===== config.mk =====
export PLATFORM = sky130hd
export DESIGN_NAME = pattern_input_conditioner
export DESIGN_NICKNAME = d
export VERILOG_FILES = /design/src/rtl/pattern_pkg.sv /design/src/rtl/debounce_sync.sv /design/src/rtl/pattern_input_conditioner.sv
export SDC_FILE = /design/constraint.sdc
export NUM_CORES = 1
export LEC_CHECK = 0
export CORE_MARGIN = 4
export CORE_UTILIZATION = 25
export CTS_CLUSTER_DIAMETER = 30
export CTS_CLUSTER_SIZE = 16
export DETAILED_ROUTE_END_ITERATION = 8
export HOLD_SLACK_MARGIN = 0.12
export PLACE_DENSITY = 0.39
export SYNTH_ARGS = -nofsm -noshare
export SYNTH_HDL_FRONTEND = slang
export SYNTH_SLANG_ARGS = --single-unit

===== constraint.sdc =====
create_clock -name clk -period 2 [get_ports clk]
set_input_delay 0.5 -clock clk [delete_from_list [all_inputs] [get_ports clk]]
set_output_delay 0.5 -clock clk [all_outputs]
set_load 0.05 [all_outputs]

===== src/rtl/pattern_pkg.sv =====
// Shared constants and button FSM encoding for the pattern-detector front end.
package pattern_pkg;

  localparam int unsigned DEF_SYNC_STAGES     = 2;
  localparam int unsigned DEF_DEBOUNCE_CYCLES = 1000000;
  localparam int unsigned PRESS_CNT_W         = 8;

  typedef enum logic {
    BTN_RELEASED = 1'b0,
    BTN_PRESSED  = 1'b1
  } btn_state_t;

endpackage


===== src/rtl/debounce_sync.sv =====
// Single-bit synchroniser chain followed by a persistence-count debouncer.
module debounce_sync #(
  parameter int unsigned SYNC_STAGES     = 2,
  parameter int unsigned DEBOUNCE_CYCLES = 4,
  parameter int unsigned CNT_W           = $clog2(DEBOUNCE_CYCLES + 1)
) (
  input  logic clk,
  input  logic reset,
  input  logic din,
  output logic level
);

  localparam logic [CNT_W-1:0] CNT_LAST = CNT_W'(DEBOUNCE_CYCLES - 1);

  logic [SYNC_STAGES-1:0] sync_q;
  logic [CNT_W-1:0]       cnt_q;
  logic                   sync_bit;

  assign sync_bit = sync_q[SYNC_STAGES-1];

  always_ff @(posedge clk or posedge reset) begin
    if (reset) begin
      sync_q <= '0;
    end else begin
      sync_q <= {sync_q[SYNC_STAGES-2:0], din};
    end
  end

  // A new level is accepted only after it has differed for DEBOUNCE_CYCLES cycles.
  always_ff @(posedge clk or posedge reset) begin
    if (reset) begin
      cnt_q <= '0;
      level <= 1'b0;
    end else if (sync_bit != level) begin
      if (cnt_q == CNT_LAST) begin
        level <= sync_bit;
        cnt_q <= '0;
      end else begin
        cnt_q <= cnt_q + CNT_W'(1);
      end
    end else begin
      cnt_q <= '0;
    end
  end

endmodule


===== src/rtl/pattern_input_conditioner.sv =====
// Turns the raw button/switch pins into a clean trig strobe plus captured data bit.
module pattern_input_conditioner
  import pattern_pkg::*;
#(
  parameter int unsigned SYNC_STAGES     = DEF_SYNC_STAGES,
  parameter int unsigned DEBOUNCE_CYCLES = DEF_DEBOUNCE_CYCLES,
  parameter int unsigned CNT_W           = $clog2(DEBOUNCE_CYCLES + 1)
) (
  input  logic                   clk,
  input  logic                   reset,
  input  logic                   btn_in,
  input  logic                   sw_in,
  output logic                   data,
  output logic                   trig,
  output logic                   btn_level,
  output logic [PRESS_CNT_W-1:0] press_cnt
);

  logic                   btn_db;
  logic                   sw_db;
  btn_state_t             state_q, state_d;
  logic                   trig_d;
  logic                   data_d;
  logic [PRESS_CNT_W-1:0] press_cnt_d;

  debounce_sync #(
    .SYNC_STAGES    (SYNC_STAGES),
    .DEBOUNCE_CYCLES(DEBOUNCE_CYCLES),
    .CNT_W          (CNT_W)
  ) u_btn_db (
    .clk  (clk),
    .reset(reset),
    .din  (btn_in),
    .level(btn_db)
  );

  debounce_sync #(
    .SYNC_STAGES    (SYNC_STAGES),
    .DEBOUNCE_CYCLES(DEBOUNCE_CYCLES),
    .CNT_W          (CNT_W)
  ) u_sw_db (
    .clk  (clk),
    .reset(reset),
    .din  (sw_in),
    .level(sw_db)
  );

  // The debounced level is already a flop output.
  assign btn_level = btn_db;

  always_ff @(posedge clk or posedge reset) begin
    if (reset) begin
      state_q   <= BTN_RELEASED;
      trig      <= 1'b0;
      data      <= 1'b0;
      press_cnt <= '0;
    end else begin
      state_q   <= state_d;
      trig      <= trig_d;
      data      <= data_d;
      press_cnt <= press_cnt_d;
    end
  end

  // Data samples the switch level held before the accepting edge.
  always_comb begin
    state_d     = state_q;
    trig_d      = 1'b0;
    data_d      = data;
    press_cnt_d = press_cnt;
    case (state_q)
      BTN_RELEASED: begin
        if (btn_db) begin
          state_d     = BTN_PRESSED;
          trig_d      = 1'b1;
          data_d      = sw_db;
          press_cnt_d = press_cnt + PRESS_CNT_W'(1);
        end
      end
      BTN_PRESSED: begin
        if (!btn_db) begin
          state_d = BTN_RELEASED;
        end
      end
      default: state_d = BTN_RELEASED;
    endcase
  end

endmodule


# Word-level counts from Yosys, hierarchy flattened
# Index checks and enable logic that the tools add are counted.
[totals] inputBits=4 reg_bits=57 out_inout_bits=11
[classes] n_eq_ne=4 n_reduce_logical=3 addsub=3 n_mux=6 n_bitwise=1
[op_table] operator="20-bit two-way mux" n=4
[op_table] operator="20-bit by 1-bit adder with 20-bit output, second input constant" n=2
[op_table] operator="20-bit equality test, second input constant" n=2
[op_table] operator="8-bit by 1-bit adder with 8-bit output, second input constant" n=1
[op_table] operator="2-bit AND reduction" n=3
[op_table] operator="1-bit two-way mux" n=2
[op_table] operator="1-bit inequality test" n=2
[op_table] operator="1-bit NOT" n=1

# Longest topological paths before layout
[depth] ltp_word=3 mapped_depth=6

# Cells and area by module
# From an unflattened synthesis, not the netlist that was laid out.
[unflattened] hier_cells=248 hier_area_um2=2678.8
[modules_own_cells] mod="debounce_sync (u_sw_db)" area_per_inst_um2=1118.6 cells_each=107 instances=1
[modules_own_cells] mod="debounce_sync (u_btn_db)" area_per_inst_um2=1113.6 cells_each=109 instances=1
[modules_own_cells] mod="pattern_input_conditioner" area_per_inst_um2=446.7 cells_each=32 instances=1

# Worst setup path before layout
# OpenSTA, ideal clock, no wires.
[synth_timing] path_kind="reg-to-reg" start="reg u_btn_db.cnt_q[0]" end="reg u_btn_db.cnt_q[18]" required_time_ps=1923 slack_ps=264 path_buffers=0 setup_time_ps=77 path_stages_with_launch=6 t_arrival_ps=1659 synth_period_minus_slack_ps=1736 cell_sequence="dfrtp_1 -> ha_1 -> nand2_1 -> or3_1 -> or4_1 -> a21oi_1"
[synth_via] elab_chain_cells=3 elab_cells_between_ends=4 cone_classes="add/sub: 1; eq/ne: 1; mux: 2"
[synth_rtl] item="start, declared" line_no="debounce_sync.sv:16" text="logic [CNT_W-1:0] cnt_q;"
[synth_rtl] item="start signal, assigned" line_no="debounce_sync.sv:39" text="cnt_q <= cnt_q + CNT_W'(1);"
[synth_rtl] item="20-bit by 1-bit adder with 20-bit output / 20-bit equality test (equally long branches)" line_no="debounce_sync.sv:39, debounce_sync.sv:35"
[synth_rtl] item="20-bit two-way mux *" line_no="debounce_sync.sv:35" text="if (cnt_q == CNT_LAST) begin"
[synth_rtl] item="20-bit two-way mux *" line_no="debounce_sync.sv:34" text="end else if (sync_bit != level) begin"
# Mark *: on every way between the ends. The rest lies on a longest branch, timed or not.
# A chain may end at the register's enable or synchronous reset.

# Worst setup path after layout
# Ends and elaborated chain as after synthesis.

==> impl_metrics.yaml <==
global_routing:
  grt_max_degree: 58
  grt_pass1_vias: 1928
  antenna_found_initial: 0
  overflow: 0
  grt_use_total_pct: 9.69
  grt_pass1_wl_mm: 9.20
routing:
  avgViaCountPerCell: 4.46
  wirelength_mm: 5.26
  num_vias: 1858
  drc: 0
  wire_per_inst_um: 12.6
  drt.antenna.violating_nets: 0
  first_iter_violations: 53
  detail_route.first_pass.iterations: 4
floorplan:
  die_x_um: 110
  die-area_um2: 12100
  ios: 15
  start_util_pct: 25.5
  num_rows: 37
  dieHeight_um: 110
  core_um2: 10200
clock_tree:
  clkSinkCount: 57
  cts_resized: 0
  clockBufferDepth: 2
  cts_buffers: 9
  cts_hold_buffers: 0
  clkLatencyLatePin_ns: 0.34
  clk_pin_slew_worst_paths_ns: 0.08
  h-tree-depth: 3
  tritoncts: "done"
  postCtsSetupBuffers: 0
  cts_root_buf: "clkbuf_8"
synthesis:
  synth_cells: 245
  synth_cell_types: 31
  synth_area_leader_cell: "dfrtp_1"
  synth-seq-cells: 57
  synth_top_cell_area_share_pct: 54.6
  yosys-top-cells-area: "dfrtp_1 55%, xor2_1 6.4%, xnor2_1 5.4%"
  syn-cell-area_um2: 2610
  ys_seq_area_share_pct: 54.6
  yosysWarnings: 0
  syn_avg_cell_area_um2: 10.7
  synth.net_count: 252
pwr:
  leakagePower_nw: 1.43
  total_power_mw: 2.58
  powerDensity_nw_per_um2: 796
  peakVddDrop_mv: 0.372
sta:
  final.min_clock_period_ns: 1.86
  maxSlewHeadroom_pct: 66.3
  fin_hold_ws_ns: 0.365
  setup_viol: 0
  worst_pin_slew_ns: 0.505
  maxSlewViolCount: 0
  fin_crit_sh_pct: 93.0
  fmax_ghz: 0.538
  final.setup.worst_slack_ns: 0.140
  rsz0062_at_grt: "no"
  fin_tns_setup_ns: 0
  hold_violations: 0
  finClkSkew_ns: 0.0108
critical_path:
  cp-end-kind: "flop"
  worst-path-max-fanout: 6
  r2r_end: "u_btn_db.cnt_q[18]$_DFF_PP0_"
  cp.required_ns: 2.27
  worstSetupPathType: "flop to flop"
  rrSetupSlack_ns: 0.14
  cp-start-kind: "flop"
  reg2reg_depth: 5
  crit_arrival_ns: 2.13
  rr_startpoint: "u_btn_db.cnt_q[0]$_DFF_PP0_"
placed_design:
  dp_slack_ns: 0.0313
  place_area_um2: 2980
  finalWeightedCongestion: 0.735
  dp.cells: 401
  dp_hpwl_mm: 3.56
  io_buffers: 14
cells_and_area:
  nets: 283
  fin_util_pct: 31.7
  final_cell_area_um2: 3240
  final_cells: 417
  syn_to_final_growth_pct: 24.1
  layout_commonest_cell: "dfrtp_1"
  drive_gt1_share_pct: 18.1
  n_antenna_cell: 0
  layout_common_cells: "57 x dfrtp_1, 34 x nor2_1, 20 x buf_4"
hold_path:
  hold_end: "u_btn_db.sync_q[1]$_DFF_PP0_"
  min_from: "u_btn_db.sync_q[0]$_DFF_PP0_"
  hold_path_class: "flop to flop"
  hold_depth: 0
job:
  maxCapViolations: 0
status:
  status: "finished clean"
[per-layer routing]
| metal | track usage [%] | part of all wire, % | up-vias |
|---|---|---|---|
| met4 | 3.96 | 1.6 | 0 |
| met5 | 0 | 0 | - |
| met1 | 13.0 | 50 | 907 |
| li1 | - | - | 921 |
| met3 | 2.45 | 2.6 | 9 |
| met2 | 14.9 | 46 | 21 |
[Yosys cell counts]
library cell	number
nand3_1	15
or3_1	6
o21ai_0	6
a21oi_1	9
nor3_1	4
nand4b_1	1
o31ai_1	6
buf_2	3
and4_1	4
nor3b_1	1
nor2_1	34
and3_1	7
mux2_2	4
or4b_4	1
nor4bb_1	1
nand2_1	13
nor4b_1	2
a21oi_2	1
xnor2_1	16
clkbuf_1	3
inv_1	7
nand4_1	8
nor2b_1	1
xor2_1	19
or3_4	1
nand4_2	1
nor4_1	5
ha_1	3
dfrtp_1	57
or4_1	5
nand4_4	1
[cells by family after synthesis]
group | after synthesis | share of synthesized area [%]
simple gates | 111 | 23.6
fa+ha+maj | 3 | 1.44
mux | 4 | 1.72
buf+inv | 13 | 2.01
xor+xnor | 35 | 11.7
compound gates | 22 | 4.93
flops | 57 | 54.6
[power by group]
part / switching [mW] / internal, mW
clock network: 0.497 / 0.830
registers: 0.0123 / 1.17
logic: 0.0503 / 0.0275
[layout make-up]
type	instances	area (µm²)
Clock inverter	7	118
Clock buffer	9	124
Timing Repair Buffer	26	224
Sequential cell	57	1430
Multi-Input combinational cell	175	1150
Inverter	7	26.3
Fill cell	1056	6990
Tap cell	136	170
[worst max-delay path by stage]
stage                                start                            to  slack (ns)  cells after the start
6_report       u_btn_db.cnt_q[0]$_DFF_PP0_  u_btn_db.cnt_q[18]$_DFF_PP0_        0.14                      5
5_1_grt        u_btn_db.cnt_q[0]$_DFF_PP0_  u_btn_db.cnt_q[18]$_DFF_PP0_        0.02                      5
4_1_cts        u_btn_db.cnt_q[0]$_DFF_PP0_  u_btn_db.cnt_q[13]$_DFF_PP0_       0.009                      6
3_5_place_dp   u_btn_db.cnt_q[0]$_DFF_PP0_   u_btn_db.cnt_q[3]$_DFF_PP0_        0.03                      6
3_3_place_gp   u_btn_db.cnt_q[0]$_DFF_PP0_  u_btn_db.cnt_q[13]$_DFF_PP0_        0.11                      6
2_1_floorplan                        reset              data$_DFFE_PP0P_        0.10                      1
[flip-flops by register name (all words and copies together) (netlist names)]
signal and count:
u_btn_db.cnt_q 20, u_sw_db.cnt_q 20, press_cnt 8, u_btn_db.sync_q 2, u_sw_db.sync_q 2, data 1, state_q 1, trig 1
u_btn_db.level 1, u_sw_db.level 1
[critical path: stages (launching register included)]
cell     delay [ns]
dfrtp_1        0.37
ha_1           0.23
nand2_2        0.12
or3_1          0.44
or4_1          0.49
a21oi_1        0.15
(Power assumes the default switching activity.)
